===== config.mk =====
export PLATFORM = sky130hd
export DESIGN_NAME = ch_lru_sched_flat
export DESIGN_NICKNAME = d
export VERILOG_FILES = /design/src/rtl/ch_lru_sched_pkg.sv /design/src/rtl/ch_lru_sched_if.sv /design/src/rtl/ch_lru_sched_lru4.sv /design/src/rtl/ch_lru_sched.sv /design/src/flat_wrapper.sv
export SDC_FILE = /design/constraint.sdc
export NUM_CORES = 1
export LEC_CHECK = 0
export ABC_AREA = 1
export BUFFER_PORTS_ARGS = -buffer_cell sky130_fd_sc_hd__clkbuf_2
export CAP_MARGIN = 15
export CORE_MARGIN = 2
export CORE_UTILIZATION = 40
export CTS_CLUSTER_DIAMETER = 80
export DETAILED_ROUTE_END_ITERATION = 16
export MAX_ROUTING_LAYER = met4
export PLACE_DENSITY = 0.7
export REMOVE_ABC_BUFFERS = 1
export SYNTH_ARGS = -nofsm -noshare
export SYNTH_HDL_FRONTEND = slang
export SYNTH_SLANG_ARGS = --single-unit

===== constraint.sdc =====
create_clock -name clk -period 2.7 [get_ports clk]
set_input_delay 0.135 -clock clk [delete_from_list [all_inputs] [get_ports clk]]
set_output_delay 0.135 -clock clk [all_outputs]
set_load 0.01 [all_outputs]

===== src/rtl/ch_lru_sched_pkg.sv =====
// Shared types and sizes for the channel LRU scheduler slice.
package ch_lru_pkg;

   localparam int NCH  = 4;
   localparam int CH_W = 2;
   localparam int ID_W = 4;
   localparam int NID  = 16;

   typedef enum logic [1:0] {
      IDLE = 2'd0,
      RUN  = 2'd1,
      ERR  = 2'd2
   } state_e;

   // One-hot decode of a request ID into the busy-bitmap space.
   function automatic logic [NID-1:0] id_onehot(input logic [ID_W-1:0] id);
      logic [NID-1:0] one;
      one = {{(NID-1){1'b0}}, 1'b1};
      return one << id;
   endfunction

endpackage


===== src/rtl/ch_lru_sched_if.sv =====
// Queue-side arbitration bus and downstream issue bus of the scheduler.
interface ch_lru_sched_if;
   import ch_lru_pkg::*;

   logic [NCH-1:0]  q_lru_join_ch;
   logic            q_sel_val;
   logic [ID_W-1:0] q_sel_req_id;
   logic            q_pe;
   logic            arb_val;
   logic [CH_W-1:0] arb_ch;
   logic [NID-1:0]  req_id_enb;
   logic            dn_rdy;
   logic            dn_val;
   logic [CH_W-1:0] dn_ch;
   logic [ID_W-1:0] dn_id;

   // Scheduler side.
   modport master (
      input  q_lru_join_ch, q_sel_val, q_sel_req_id, q_pe, dn_rdy,
      output arb_val, arb_ch, req_id_enb, dn_val, dn_ch, dn_id
   );

   // Queue / downstream side.
   modport slave (
      output q_lru_join_ch, q_sel_val, q_sel_req_id, q_pe, dn_rdy,
      input  arb_val, arb_ch, req_id_enb, dn_val, dn_ch, dn_id
   );

endinterface


===== src/rtl/ch_lru_sched_lru4.sv =====
// Least-recently-granted channel order: priority pick plus move-to-MRU update.
// Slot 0 is LRU, slot NCH-1 is MRU. With no join bit set, pick_ch_o is slot 0.
module lru4_order
   import ch_lru_pkg::*;
(
   input  logic            clk,
   input  logic            rst,
   input  logic [NCH-1:0]  join_i,
   input  logic            upd_val_i,
   input  logic [CH_W-1:0] upd_ch_i,
   output logic [CH_W-1:0] pick_ch_o,
   output logic            pick_val_o
);

   logic [CH_W-1:0] order_q [NCH];
   logic [CH_W-1:0] order_d [NCH];
   logic [CH_W-1:0] pos_s;

   // Priority pick: the lowest slot whose channel has a joined entry wins.
   always_comb begin
      pick_ch_o  = order_q[0];
      pick_val_o = |join_i;
      for (int k = NCH - 1; k >= 0; k--) begin
         pick_ch_o = join_i[order_q[k]] ? order_q[k] : pick_ch_o;
      end
   end

   // Locate the slot currently holding the granted channel.
   always_comb begin
      pos_s = 2'd0;
      for (int k = 0; k < NCH; k++) begin
         pos_s = (order_q[k] == upd_ch_i) ? CH_W'(k) : pos_s;
      end
   end

   // Move the granted channel to MRU; slots behind it shift one toward LRU.
   always_comb begin
      for (int k = 0; k < NCH - 1; k++) begin
         order_d[k] = (upd_val_i && (CH_W'(k) >= pos_s)) ? order_q[k+1] : order_q[k];
      end
      order_d[NCH-1] = upd_val_i ? upd_ch_i : order_q[NCH-1];
   end

   // Order register; reset leaves channel k in slot k.
   always_ff @(posedge clk or negedge rst) begin
      if (!rst) begin
         for (int k = 0; k < NCH; k++) begin
            order_q[k] <= CH_W'(k);
         end
      end else begin
         order_q <= order_d;
      end
   end

endmodule


===== src/rtl/ch_lru_sched.sv =====
// Channel scheduler and ID-credit controller for the 16-entry request queue.
// Picks a channel in least-recently-granted order, tracks busy IDs until
// their completion returns, forwards grants downstream, and halts on parity.
module ch_lru_sched
   import ch_lru_pkg::*;
#(
   parameter int MAX_OUT = 16
) (
   input  logic            clk,
   input  logic            rst,
   input  logic            en_i,
   input  logic [NID-1:0]  cfg_id_mask_i,
   input  logic            cmp_val_i,
   input  logic [ID_W-1:0] cmp_id_i,
   input  logic            err_clr_i,
   ch_lru_sched_if.master  bus,
   output logic [4:0]      outstanding_o,
   output logic            err_pe_o,
   output logic            err_cmp_o
);

   state_e          state_q, state_d;
   logic [NID-1:0]  busy_q, busy_d;
   logic [NID-1:0]  mask_q;
   logic [4:0]      out_q, out_d;
   logic            dn_val_q, dn_val_d;
   logic [CH_W-1:0] dn_ch_q, dn_ch_d;
   logic [ID_W-1:0] dn_id_q, dn_id_d;
   logic            err_pe_q, err_pe_d;
   logic            err_cmp_q, err_cmp_d;

   logic            arb_gate_s;
   logic [NCH-1:0]  join_s;
   logic [CH_W-1:0] pick_ch_s;
   logic            pick_val_s;
   logic            grant_s;
   logic            cmp_ok_s;
   logic            cmp_bad_s;

   // Arbitration is only offered in RUN with downstream room and free credit.
   // Masking the join vector makes the picker fall back to the LRU slot.
   assign arb_gate_s = (state_q == RUN) & bus.dn_rdy & (out_q < 5'(MAX_OUT));
   assign join_s     = arb_gate_s ? bus.q_lru_join_ch : {NCH{1'b0}};
   assign grant_s    = bus.q_sel_val & pick_val_s;
   assign cmp_ok_s   = cmp_val_i & busy_q[cmp_id_i];
   assign cmp_bad_s  = cmp_val_i & ~busy_q[cmp_id_i];

   lru4_order u_lru (
      .clk        (clk),
      .rst        (rst),
      .join_i     (join_s),
      .upd_val_i  (grant_s),
      .upd_ch_i   (pick_ch_s),
      .pick_ch_o  (pick_ch_s),
      .pick_val_o (pick_val_s)
   );

   assign bus.arb_val    = pick_val_s;
   assign bus.arb_ch     = pick_ch_s;
   assign bus.req_id_enb = ~busy_q & mask_q;
   assign bus.dn_val     = dn_val_q;
   assign bus.dn_ch      = dn_ch_q;
   assign bus.dn_id      = dn_id_q;
   assign outstanding_o  = out_q;
   assign err_pe_o       = err_pe_q;
   assign err_cmp_o      = err_cmp_q;

   // FSM next state; a parity error overrides every other transition.
   always_comb begin
      state_d = state_q;
      if (bus.q_pe) begin
         state_d = ERR;
      end else begin
         case (state_q)
            IDLE:    state_d = en_i ? RUN : IDLE;
            RUN:     state_d = en_i ? RUN : IDLE;
            ERR:     state_d = err_clr_i ? IDLE : ERR;
            default: state_d = IDLE;
         endcase
      end
   end

   // Credit tracking, issue capture and sticky error flags.
   // Completion is judged on pre-cycle busy, so a same-ID grant is spurious.
   always_comb begin
      busy_d    = (busy_q & ~(cmp_ok_s ? id_onehot(cmp_id_i) : {NID{1'b0}}))
                | (grant_s ? id_onehot(bus.q_sel_req_id) : {NID{1'b0}});
      out_d     = out_q + {4'b0000, grant_s} - {4'b0000, cmp_ok_s};
      dn_val_d  = grant_s;
      dn_ch_d   = grant_s ? pick_ch_s : dn_ch_q;
      dn_id_d   = grant_s ? bus.q_sel_req_id : dn_id_q;
      err_pe_d  = bus.q_pe ? 1'b1 : (err_clr_i ? 1'b0 : err_pe_q);
      err_cmp_d = cmp_bad_s ? 1'b1 : (err_clr_i ? 1'b0 : err_cmp_q);
   end

   // State registers with asynchronous clear.
   always_ff @(posedge clk or negedge rst) begin
      if (!rst) begin
         state_q   <= IDLE;
         busy_q    <= {NID{1'b0}};
         mask_q    <= {NID{1'b0}};
         out_q     <= 5'd0;
         dn_val_q  <= 1'b0;
         dn_ch_q   <= {CH_W{1'b0}};
         dn_id_q   <= {ID_W{1'b0}};
         err_pe_q  <= 1'b0;
         err_cmp_q <= 1'b0;
      end else begin
         state_q   <= state_d;
         busy_q    <= busy_d;
         mask_q    <= cfg_id_mask_i;
         out_q     <= out_d;
         dn_val_q  <= dn_val_d;
         dn_ch_q   <= dn_ch_d;
         dn_id_q   <= dn_id_d;
         err_pe_q  <= err_pe_d;
         err_cmp_q <= err_cmp_d;
      end
   end

endmodule


===== src/flat_wrapper.sv =====
// flat-port wrapper written by rule: the top's interface ports become plain ports
module ch_lru_sched_flat import ch_lru_pkg::*;
#(
   parameter int MAX_OUT = 16
)
  (clk, rst, en_i, cfg_id_mask_i, cmp_val_i, cmp_id_i, err_clr_i, outstanding_o, err_pe_o, err_cmp_o, bus_q_lru_join_ch, bus_q_sel_val, bus_q_sel_req_id, bus_q_pe, bus_dn_rdy, bus_arb_val, bus_arb_ch, bus_req_id_enb, bus_dn_val, bus_dn_ch, bus_dn_id);
  ch_lru_sched_if bus_i ();
  input  logic clk;
  input  logic rst;
  input  logic en_i;
  input  logic [NID-1:0] cfg_id_mask_i;
  input  logic cmp_val_i;
  input  logic [ID_W-1:0] cmp_id_i;
  input  logic err_clr_i;
  output logic [4:0] outstanding_o;
  output logic err_pe_o;
  output logic err_cmp_o;
  input wire logic [$bits(bus_i.q_lru_join_ch)-1:0] bus_q_lru_join_ch;
  input wire logic [$bits(bus_i.q_sel_val)-1:0] bus_q_sel_val;
  input wire logic [$bits(bus_i.q_sel_req_id)-1:0] bus_q_sel_req_id;
  input wire logic [$bits(bus_i.q_pe)-1:0] bus_q_pe;
  input wire logic [$bits(bus_i.dn_rdy)-1:0] bus_dn_rdy;
  output wire logic [$bits(bus_i.arb_val)-1:0] bus_arb_val;
  output wire logic [$bits(bus_i.arb_ch)-1:0] bus_arb_ch;
  output wire logic [$bits(bus_i.req_id_enb)-1:0] bus_req_id_enb;
  output wire logic [$bits(bus_i.dn_val)-1:0] bus_dn_val;
  output wire logic [$bits(bus_i.dn_ch)-1:0] bus_dn_ch;
  output wire logic [$bits(bus_i.dn_id)-1:0] bus_dn_id;
  assign bus_i.q_lru_join_ch = bus_q_lru_join_ch;
  assign bus_i.q_sel_val = bus_q_sel_val;
  assign bus_i.q_sel_req_id = bus_q_sel_req_id;
  assign bus_i.q_pe = bus_q_pe;
  assign bus_i.dn_rdy = bus_dn_rdy;
  assign bus_arb_val = bus_i.arb_val;
  assign bus_arb_ch = bus_i.arb_ch;
  assign bus_req_id_enb = bus_i.req_id_enb;
  assign bus_dn_val = bus_i.dn_val;
  assign bus_dn_ch = bus_i.dn_ch;
  assign bus_dn_id = bus_i.dn_id;
  ch_lru_sched #(.MAX_OUT(MAX_OUT)) u_core (.clk(clk), .rst(rst), .en_i(en_i), .cfg_id_mask_i(cfg_id_mask_i), .cmp_val_i(cmp_val_i), .cmp_id_i(cmp_id_i), .err_clr_i(err_clr_i), .bus(bus_i), .outstanding_o(outstanding_o), .err_pe_o(err_pe_o), .err_cmp_o(err_cmp_o));
endmodule

==> results of run 1 <==
==> sequential cells by signal, indices dropped and copies added (netlist names) <==
signal,count
u_core.mask_q,16
u_core.err_pe_o,1
u_core.state_q,2
u_core.bus.dn_val,1
u_core.busy_q,16
u_core.bus.dn_id,4
u_core.outstanding_o,5
u_core.err_cmp_o,1
u_core.bus.dn_ch,2
u_core.u_lru.order_q,8
==> layer usage <==
metal  up-vias  wire length, µm  GRT usage (%)
li1       1271                -              -
met1      1212             3020           23.7
met2        85             3240           30.3
met3         6              322           3.73
met4         0               71           4.68
met5         -                0              -
==> through the flow <==
step | hold slack [ns] | utilization (%) | cell area, µm² | setup slack, ns
after global placement | 0.0244 | 48.5 | 3310 | 0.269
after global routing | 0.000803 | 52.9 | 3610 | -0.0241
after floorplan | -0.161 | - | 2810 | 0.211
final | 0.00117 | 52.9 | 3610 | 0.211
after detailed placement | 0.0264 | 48.5 | 3310 | 0.162
after CTS | 0.000995 | 52.8 | 3610 | 0.180
==> worst max-delay path, delay by kind of cell, from the launching register on <==
kind                       cells  cell delay [ns]
AOI/OAI and AO/OA              4             0.48
buffers and inverters          3             0.17
adders and majority gates      3             0.81
DFF                            1             0.39
xor gates and xnor gates       1             0.17
and+or+nand+nor                5             0.40
==> path summary, 6_finish.rpt <==
kind                                        start                 endpoint  slack, ns  depth (start not counted)
worst min-delay path                     bus_q_pe        u_core.state_q[0]      0.001                          2
worst max register to register   u_core.busy_q[4]  u_core.outstanding_o[4]       0.21                         16
min in group asynchronous                     rst        u_core.bus.dn_val       0.22                          2
worst max-delay path             u_core.busy_q[4]  u_core.outstanding_o[4]       0.21                         16
max in group asynchronous                     rst  u_core.u_lru.order_q[4]       1.63                          3
worst min register to register  u_core.state_q[0]        u_core.state_q[1]       0.46                          1
==> report_power, final <==
group	total, µW	internal (µW)	switching [µW]
clock	594	328	266
sequential	1140	1010	134
combinational	1310	486	822
total	3050	1820	1220
==> cell families after synthesis <==
logic type | synth area share, %
adder cells (fa/ha/maj) | 2.90
flip-flops | 49.4
AND/OR/NAND/NOR | 27.9
buffers and inverters | 8.83
AO/OA/AOI/OAI | 9.71
XOR/XNOR | 1.23
==> layout make-up <==
type / count / share of cell area [%]
clock inverter: 1 / 0.831
multi-input combinational: 211 / 33.1
tap: 96 / 3.32
timing repair buffer: 90 / 15.2
sequential: 56 / 38.9
clock buffer: 7 / 2.67
inverter: 58 / 6.02
==> cell usage in the layout, fill, tap and decap left out, drive strengths merged, types with 13 or more instances in the layout <==
master | netlist | final
a32o | 13 | 13
clkbuf | 6 | 75
dfrtp | 52 | 52
dlygate4sd3 | 0 | 17
inv | 58 | 58
nand2 | 87 | 87
nand3 | 31 | 31
nand4 | 16 | 16
nor2 | 20 | 20
o21ai | 14 | 14
==> timing repair <==
item,CTS,global route
hold endpoints to repair,26,0
gates resized for setup,0,2
hold buffers,17,0
endpoints found under the setup margin,0,1
==> flow_summary.yaml, run 1 <==
clocking:
  clk_latency_ns: 0.31
  cts-root-buf: "clkbuf_8"
  clkSinkCount: 56
  htreeDepth: 2
  cts_buffer_depth: 2
  cts_tree: "done"
  clkTransAtPathRegs_ns: 0.10
  post-cts-setup-buffers: 0
  cts_made_buffers: 5
grt:
  grt_use_total_pct: 18.5
  gr-total-overflow: 0
  grt_max_degree: 47
  antenna_found_initial: 0
  grt_pass1_wl_um: 11000
  grt_pass1_vias: 2502
timing:
  maxSlewViolCount: 0
  worstMarginPinSlew_ns: 0.562
  slew_headroom_pct: 62.6
  finalHoldViolCount: 0
  clock_skew_ns: 0.0111
  min_period_ns: 2.49
  clock.fmax_mhz: 402
  setup_violations: 0
  finalCritPeriodShare_pct: 92.2
  finalSetupTns_ns: 0
synthesis:
  synth.avg_cell_area_um2: 8.55
  synthTopCellsByCount: "81 x nand2_1, 52 x dfrtp_1, 52 x inv_1"
  synth_cell_types: 32
  yosysWarnings: 0
  synth_flop_cell: "dfrtp_1"
  async_flop_share_pct: 100
  yosysTopAreaCell: "dfrtp_1"
  synth_cells: 333
  yosysMostFrequentCell: "nand2_1"
  netlist_top_cells_area: "dfrtp_1 46%, nand2_1 11%, inv_1 6.9%"
  synth_top_area_share_pct: 45.7
  synth_area_um2: 2850
  yosys_register_bits: 56
  seq_area_frac_synth_pct: 49.4
  synth-edff-count: 0
worst_setup_path:
  path_max_fanout: 4
  crit_required_ns: 2.94
  crit_path_start_kind: "register"
  arrival_ns: 2.73
  worstSetupPathType: "reg -> reg"
  slowest_delay_ns: 0.39
  critPathSlowestCell: "dfrtp_1"
  crit_chain: "inv_1 > o22ai_1 > a21oi_1 > nand3_1 > o211ai_1 > nand2_1 > nand2_2 > inv_2 > ha_1 > inv_1 > ha_1 > fa_2 > nand2_1 > nand2_1 > a21oi_1 > xor2_1"
  worstSetupEndpointType: "register"
  cpMostUsedCell: "nand2_1"
floorplan:
  design.core.area_um2: 6830
  die_width_um: 88.4
  fp.dieH_um: 88.4
  start_util_pct: 41.7
  fp.dieArea_um2: 7810
  io_pins: 69
  core.rowCount: 30
drt:
  num_vias: 2574
  wire_per_inst_um: 12.8
  first_pass_iters: 4
  via_per_inst: 4.96
  drc: 0
  wirelength_um: 6660
  first_iter_violations: 111
  drtAntennaViolNets: 0
pwr:
  power_uw: 3050
  leakagePower_uw: 0.00194
  powerDensity_nw_per_um2: 843
  peakVddDrop_mv: 0.361
cells_and_area:
  multi_input_area_um2: 1190
  syn_to_final_growth_pct: 26.9
  fillCellCount: 653
  stdcell_count: 519
  nNetsFinal: 464
  drive_gt1_share_pct: 26.2
  seq_area_um2: 1410
  n_antenna_cell: 0
placed_design:
  port-buffer-count: 68
  placed_cells: 494
  gp_congestion: 1.01
  hpwlAfterDp_um: 4950
run_status:
  status: "complete, no violations"
min_path:
  hp-class: "in -> reg"
run:
  drv_cap: 0
No activity file was read; power rests on OpenSTA's default activity.
==> inputs of run 2 (changes only) <==
--- a/config.mk
+++ b/config.mk
@@ -9,12 +9,13 @@
 export BUFFER_PORTS_ARGS = -buffer_cell sky130_fd_sc_hd__clkbuf_2
 export CAP_MARGIN = 15
 export CORE_MARGIN = 2
-export CORE_UTILIZATION = 40
+export CORE_UTILIZATION = 28
 export CTS_CLUSTER_DIAMETER = 80
 export DETAILED_ROUTE_END_ITERATION = 16
 export MAX_ROUTING_LAYER = met4
-export PLACE_DENSITY = 0.7
+export PLACE_DENSITY = 0.54
 export REMOVE_ABC_BUFFERS = 1
 export SYNTH_ARGS = -nofsm -noshare
 export SYNTH_HDL_FRONTEND = slang
+export SYNTH_HIERARCHICAL = 1
 export SYNTH_SLANG_ARGS = --single-unit
==> flow_summary.yaml, run 2 <==
grt:
  grt_max_degree: 27
  grt_use_total_pct: 14.3
  gr-total-overflow: 0
  grt_pass1_wl_um: 12500
  grt_pass1_vias: 2501
  antenna_found_initial: 0
pwr:
  leakagePower_uw: 0.00203
  sw_frac_of_total_pct: 39.3
  switchingPower_uw: 1060
  peakVddDrop_mv: 0.275
  powerDensity_nw_per_um2: 706
  p_clk_share_pct: 17.7
  p_comb_share_pct: 40.1
  p_int_uw: 1640
  seqPwrFrac_pct: 42.3
synthesis:
  synthTopCellsByCount: "133 x nand2_1, 52 x dfrtp_1, 51 x inv_1"
  async_flop_share_pct: 100
  yosysTopAreaCell: "dfrtp_1"
  seq_area_frac_synth_pct: 47.0
  synth.avg_cell_area_um2: 7.79
  yosys_register_bits: 56
  synth_top_area_share_pct: 43.5
  synth-edff-count: 0
  netlist_top_cells_area: "dfrtp_1 44%, nand2_1 17%, inv_1 6.4%"
  yosysWarnings: 6
  synth_area_um2: 2990
  synth_cells: 384
  synth_flop_cell: "dfrtp_1"
  synth_cell_types: 33
  yosysMostFrequentCell: "nand2_1"
worst_setup_path:
  r2r_end: "u_core/outstanding_o[4]"
  r2r_cells: 13
  r2r_slack_ns: 0.15
  path_max_fanout: 4
  arrival_ns: 2.79
  crit_path_start_kind: "register"
  worstSetupPathType: "reg -> reg"
  cp-endpoint: "u_core/outstanding_o[4]"
  r2r-start: "u_core/outstanding_o[4]"
  critPathLaunch: "u_core/outstanding_o[4]"
  crit_required_ns: 2.94
  slowest_delay_ns: 0.41
  crit_chain: "nor2_1 > nand3_2 > nor2_4 > inv_1 > nand4_1 > nand2_1 > ha_1 > inv_1 > ha_1 > inv_1 > fa_1 > o21ai_2 > xor2_1"
  cpMostUsedCell: "inv_1"
  critPathSlowestCell: "dfrtp_1"
  worstSetupEndpointType: "register"
cells_and_area:
  fin_area_um2: 3820
  nNetsFinal: 521
  reg_top3: "u_core/busy_q (16), u_core/mask_q (16), u_core/u_lru/order_q (8)"
  drive_gt1_share_pct: 25.2
  n_antenna_cell: 0
  final_common_cell: "nand2_1"
  final_cell_mix: "131 x nand2_1, 68 x clkbuf_2, 52 x dfrtp_1"
  syn_to_final_growth_pct: 27.6
placed_design:
  hpwlAfterDp_um: 5820
  dpl_worst_slack_ns: 0.105
  dpl_cell_area_um2: 3500
  gp_congestion: 0.975
  port-buffer-count: 68
timing:
  setup_violations: 0
  worst_slack_ns: 0.154
  clock_skew_ns: 0.00706
  worstMarginPinSlew_ns: 0.533
  maxSlewViolCount: 0
  min_period_ns: 2.55
  finalHoldViolCount: 0
  finalSetupTns_ns: 0
  clock.fmax_mhz: 393
  finalCritPeriodShare_pct: 94.3
  slew_headroom_pct: 64.2
clocking:
  clkSinkCount: 56
  htreeDepth: 2
  clkTransAtPathRegs_ns: 0.10
  clk_latency_ns: 0.31
  cts_made_buffers: 5
  cts_tree: "done"
  cts_buffer_depth: 2
  cts-root-buf: "clkbuf_8"
floorplan:
  fp.dieArea_um2: 11500
  core.rowCount: 37
  die_width_um: 107
  fp.dieH_um: 107
  design.core.area_um2: 10400
  start_util_pct: 28.8
  io_pins: 69
drt:
  first_iter_violations: 191
  wirelength_um: 7660
  first_pass_iters: 4
  wire_per_inst_um: 12.4
  drc: 0
  drtAntennaViolNets: 0
  num_vias: 2746
  via_per_inst: 4.46
run:
  drv_cap: 0
min_path:
  hp-class: "in -> reg"
run_status:
  status: "complete, no violations"
## run 2: worst min-delay path by stage
stage	cells past startpoint	end	slack, ns	from
final	3	u_core/state_q[0]	0.02	en_i
after global routing	3	u_core/state_q[0]	0.007	en_i
after CTS	3	u_core/state_q[0]	0.003	en_i
after detailed placement	1	u_core/mask_q[13]	0.05	rst
after global placement	1	u_core/mask_q[13]	0.05	rst
after floorplan	0	u_core/bus.dn_ch[0]	-0.16	rst
## run 2: cell families after synthesis
kind of cell             after synthesis  share of synthesized area (%)
AO/OA/AOI/OAI                         31                           5.77
XOR/XNOR                               6                           1.76
adder cells (fa/ha/maj)                6                           2.76
buffers and inverters                 65                           9.54
flip-flops                            56                           47.0
AND/OR/NAND/NOR                      220                           33.1
## run 2: area by class of cell
class	count	area, µm²
multi-input cells	263	1330
well taps	136	170
flip-flops and latches	56	1410
fillers	1131	6550
inverters	57	221
clock buffers	8	90.1
repair buffers	96	596
## run 2: through the flow
| stage | cells | util [%] | hold slack, ns | power, µW |
|---|---|---|---|---|
| detailed placement | 588 | 33.7 | 0.0505 | 2180 |
| CTS | 614 | 36.3 | 0.00286 | 2700 |
| finish | 616 | 36.8 | 0.0183 | 2700 |
| floorplan | 376 | - | -0.161 | 1840 |
| global placement | 588 | 33.7 | 0.0496 | 2180 |
| global route | 616 | 36.8 | 0.00743 | 2920 |
## run 2: timing repair
item | CTS | global route
resized for setup | 0 | 10
buffers inserted | 0 | 2
endpoints found under the setup margin | 0 | 5
endpoints found under the hold margin | 29 | 0
hold buffers | 18 | 0
## run 2: power by group through the flow
stage	clock network (µW)	logic, µW	registers, µW
2_1_floorplan	0	681	1160
3_3_place_gp	0	1020	1160
3_5_place_dp	0	1030	1160
4_1_cts	501	1050	1140
5_1_grt	546	1220	1160
6_report	476	1080	1140
## run 2: layer usage
metal | routed length (µm) | vias up | global-route usage [%]
met5 | 0 | - | -
met4 | 246 | 0 | 6.32
met1 | 3690 | 1273 | 19.7
li1 | - | 1386 | -
met3 | 280 | 17 | 2.78
met2 | 3450 | 70 | 20.4
## run 2: critical path: cells and delay by family (launching register included)
kind | cells | cell delay, ns
adder cells (fa/ha/maj) | 3 | 0.86
AND/OR/NAND/NOR | 5 | 0.68
flip-flops | 1 | 0.41
buffers and inverters | 3 | 0.19
AO/OA/AOI/OAI | 1 | 0.17
XOR/XNOR | 1 | 0.16
==> inputs of run 3 (changes only) <==
--- a/config.mk
+++ b/config.mk
@@ -14,6 +14,7 @@
 export DETAILED_ROUTE_END_ITERATION = 16
 export MAX_ROUTING_LAYER = met4
 export PLACE_DENSITY = 0.54
+export RECOVER_POWER = 50
 export REMOVE_ABC_BUFFERS = 1
 export SYNTH_ARGS = -nofsm -noshare
 export SYNTH_HDL_FRONTEND = slang
==> flow_summary.yaml, run 3 (synthesis gave the netlist of run 2 again) <==
grt:
  grt_pass1_wl_um: 12500
  grt_use_total_pct: 14.3
  grt_max_degree: 27
  gr-total-overflow: 0
  grt_pass1_vias: 2501
  antenna_found_initial: 0
worst_setup_path:
  crit_required_ns: 2.94
  cpMostUsedCell: "inv_1"
  crit_path_start_kind: "register"
  slowest_delay_ns: 0.42
  critPathSlowestCell: "dfrtp_1"
  r2r_slack_ns: 0.15
  worstSetupEndpointType: "register"
  crit_chain: "nor2_1 > nand3_2 > nor2_4 > inv_1 > nand4_1 > nand2_1 > ha_1 > inv_1 > ha_1 > inv_1 > fa_1 > o21ai_2 > xor2_1"
  arrival_ns: 2.79
  worstSetupPathType: "reg -> reg"
  worst-path-buf-inv: 3
  path_max_fanout: 4
  crit_family: "adder cells"
pwr:
  switchingPower_uw: 1060
  leakagePower_uw: 0.00198
  powerDensity_nw_per_um2: 706
  p_comb_share_pct: 39.7
  power_uw: 2680
  seqPwrFrac_pct: 42.6
  p_int_uw: 1620
  peakVddDrop_mv: 0.257
  p_clk_share_pct: 17.7
  sw_frac_of_total_pct: 39.5
drt:
  first_pass_iters: 4
  num_vias: 2729
  wirelength_um: 7690
  first_iter_violations: 201
  drc: 0
  wire_per_inst_um: 12.5
  via_per_inst: 4.43
  drtAntennaViolNets: 0
cells_and_area:
  syn_to_final_growth_pct: 26.9
  final_cell_mix: "131 x nand2_1, 56 x clkbuf_2, 52 x dfrtp_1"
  post-route-util_pct: 36.6
  fillCellCount: 1134
  reg_top3: "u_core/busy_q (16), u_core/mask_q (16), u_core/u_lru/order_q (8)"
  stdcell_count: 616
  final_common_cell: "nand2_1"
  drive_gt1_share_pct: 22.3
  nNetsFinal: 521
  n_antenna_cell: 0
floorplan:
  fp.dieH_um: 107
  design.core.area_um2: 10400
  die_width_um: 107
  start_util_pct: 28.8
  io_pins: 69
  core.rowCount: 37
  fp.dieArea_um2: 11500
run_status:
  status: "complete, no violations"
timing:
  min_period_ns: 2.55
  clock_skew_ns: 0.00852
  slew_headroom_pct: 33.6
  worstMarginPinSlew_ns: 0.996
  finalCritPeriodShare_pct: 94.3
  finalHoldViolCount: 0
  maxSlewViolCount: 0
  setup_violations: 0
  clock.fmax_mhz: 393
  finalSetupTns_ns: 0
placed_design:
  hpwlAfterDp_um: 5820
  placed_cells: 588
  gp_congestion: 0.975
  port-buffer-count: 68
clocking:
  clkSinkCount: 56
  htreeDepth: 2
  clkTransAtPathRegs_ns: 0.10
  cts_made_buffers: 5
  cts-root-buf: "clkbuf_8"
  cts_buffer_depth: 2
  clk_latency_ns: 0.31
  cts_tree: "done"
run:
  drv_cap: 0
min_path:
  hp-class: "in -> reg"
[run 3: cell count changes in the layout (fill, tap and decap cells not counted)]
cell,previous run,this run
clkbuf_1,2,16
clkbuf_2,68,56
buf_4,10,8
[run 3: final cells by class]
type / count / area [µm²] / share of cell area, %
Clock buffer: 8 / 90.1 / 2.37
Timing Repair Buffer: 96 / 573 / 15.1
Multi-Input combinational cell: 263 / 1330 / 35.1
Sequential cell: 56 / 1410 / 37.1
Tap cell: 136 / 170 / 4.49
Inverter: 57 / 221 / 5.84
[run 3: worst paths after layout]
path / from / endpoint / cells after the start
setup / recovery: u_core/outstanding_o[4] / u_core/outstanding_o[4] / 13
hold / removal: en_i / u_core/state_q[0] / 3
setup reg to reg: u_core/outstanding_o[4] / u_core/outstanding_o[4] / 13
hold reg to reg: u_core/bus.dn_ch[0] / u_core/bus.dn_ch[0] / 2
max in group asynchronous: rst / u_core/mask_q[8] / 3
min in group asynchronous: rst / u_core/mask_q[13] / 2
[run 3: tightest hold or removal path: cells and delay by family]
family                 cells  cell delay (ns)
AND/OR/NAND/NOR            2             0.09
buffers and inverters      1             0.08
[run 3: layer usage]
layer | vias to the layer above | track usage, % | routed length, µm
li1 | 1386 | - | -
met1 | 1268 | 19.7 | 3730
met2 | 60 | 20.4 | 3490
met3 | 15 | 2.78 | 266
met4 | 0 | 6.32 | 209
met5 | - | - | 0
[run 3: per-stage QoR]
step                area (µm²)  setup slack (ns)  hold WS (ns)
global placement          3500             0.238        0.0496
CTS                       3770            0.0755       0.00286
global route              3790           -0.0260       0.00743
detailed placement        3500             0.105        0.0505
finish                    3790             0.154        0.0186
floorplan                 2930            0.0972        -0.161
[run 3: power groups by stage]
stage / logic (µW) / registers [µW] / clock network [µW]
4_1_cts: 1050 / 1140 / 501
6_report: 1060 / 1140 / 475
3_5_place_dp: 1030 / 1160 / 0
2_1_floorplan: 681 / 1160 / 0
5_1_grt: 1200 / 1160 / 546
3_3_place_gp: 1020 / 1160 / 0
[run 3: what timing repair did]
action,CTS,global route
gates resized for setup,0,10
hold endpoints to repair,29,0
hold buffers,18,0
setup endpoints to repair,0,5
buffers inserted,0,2
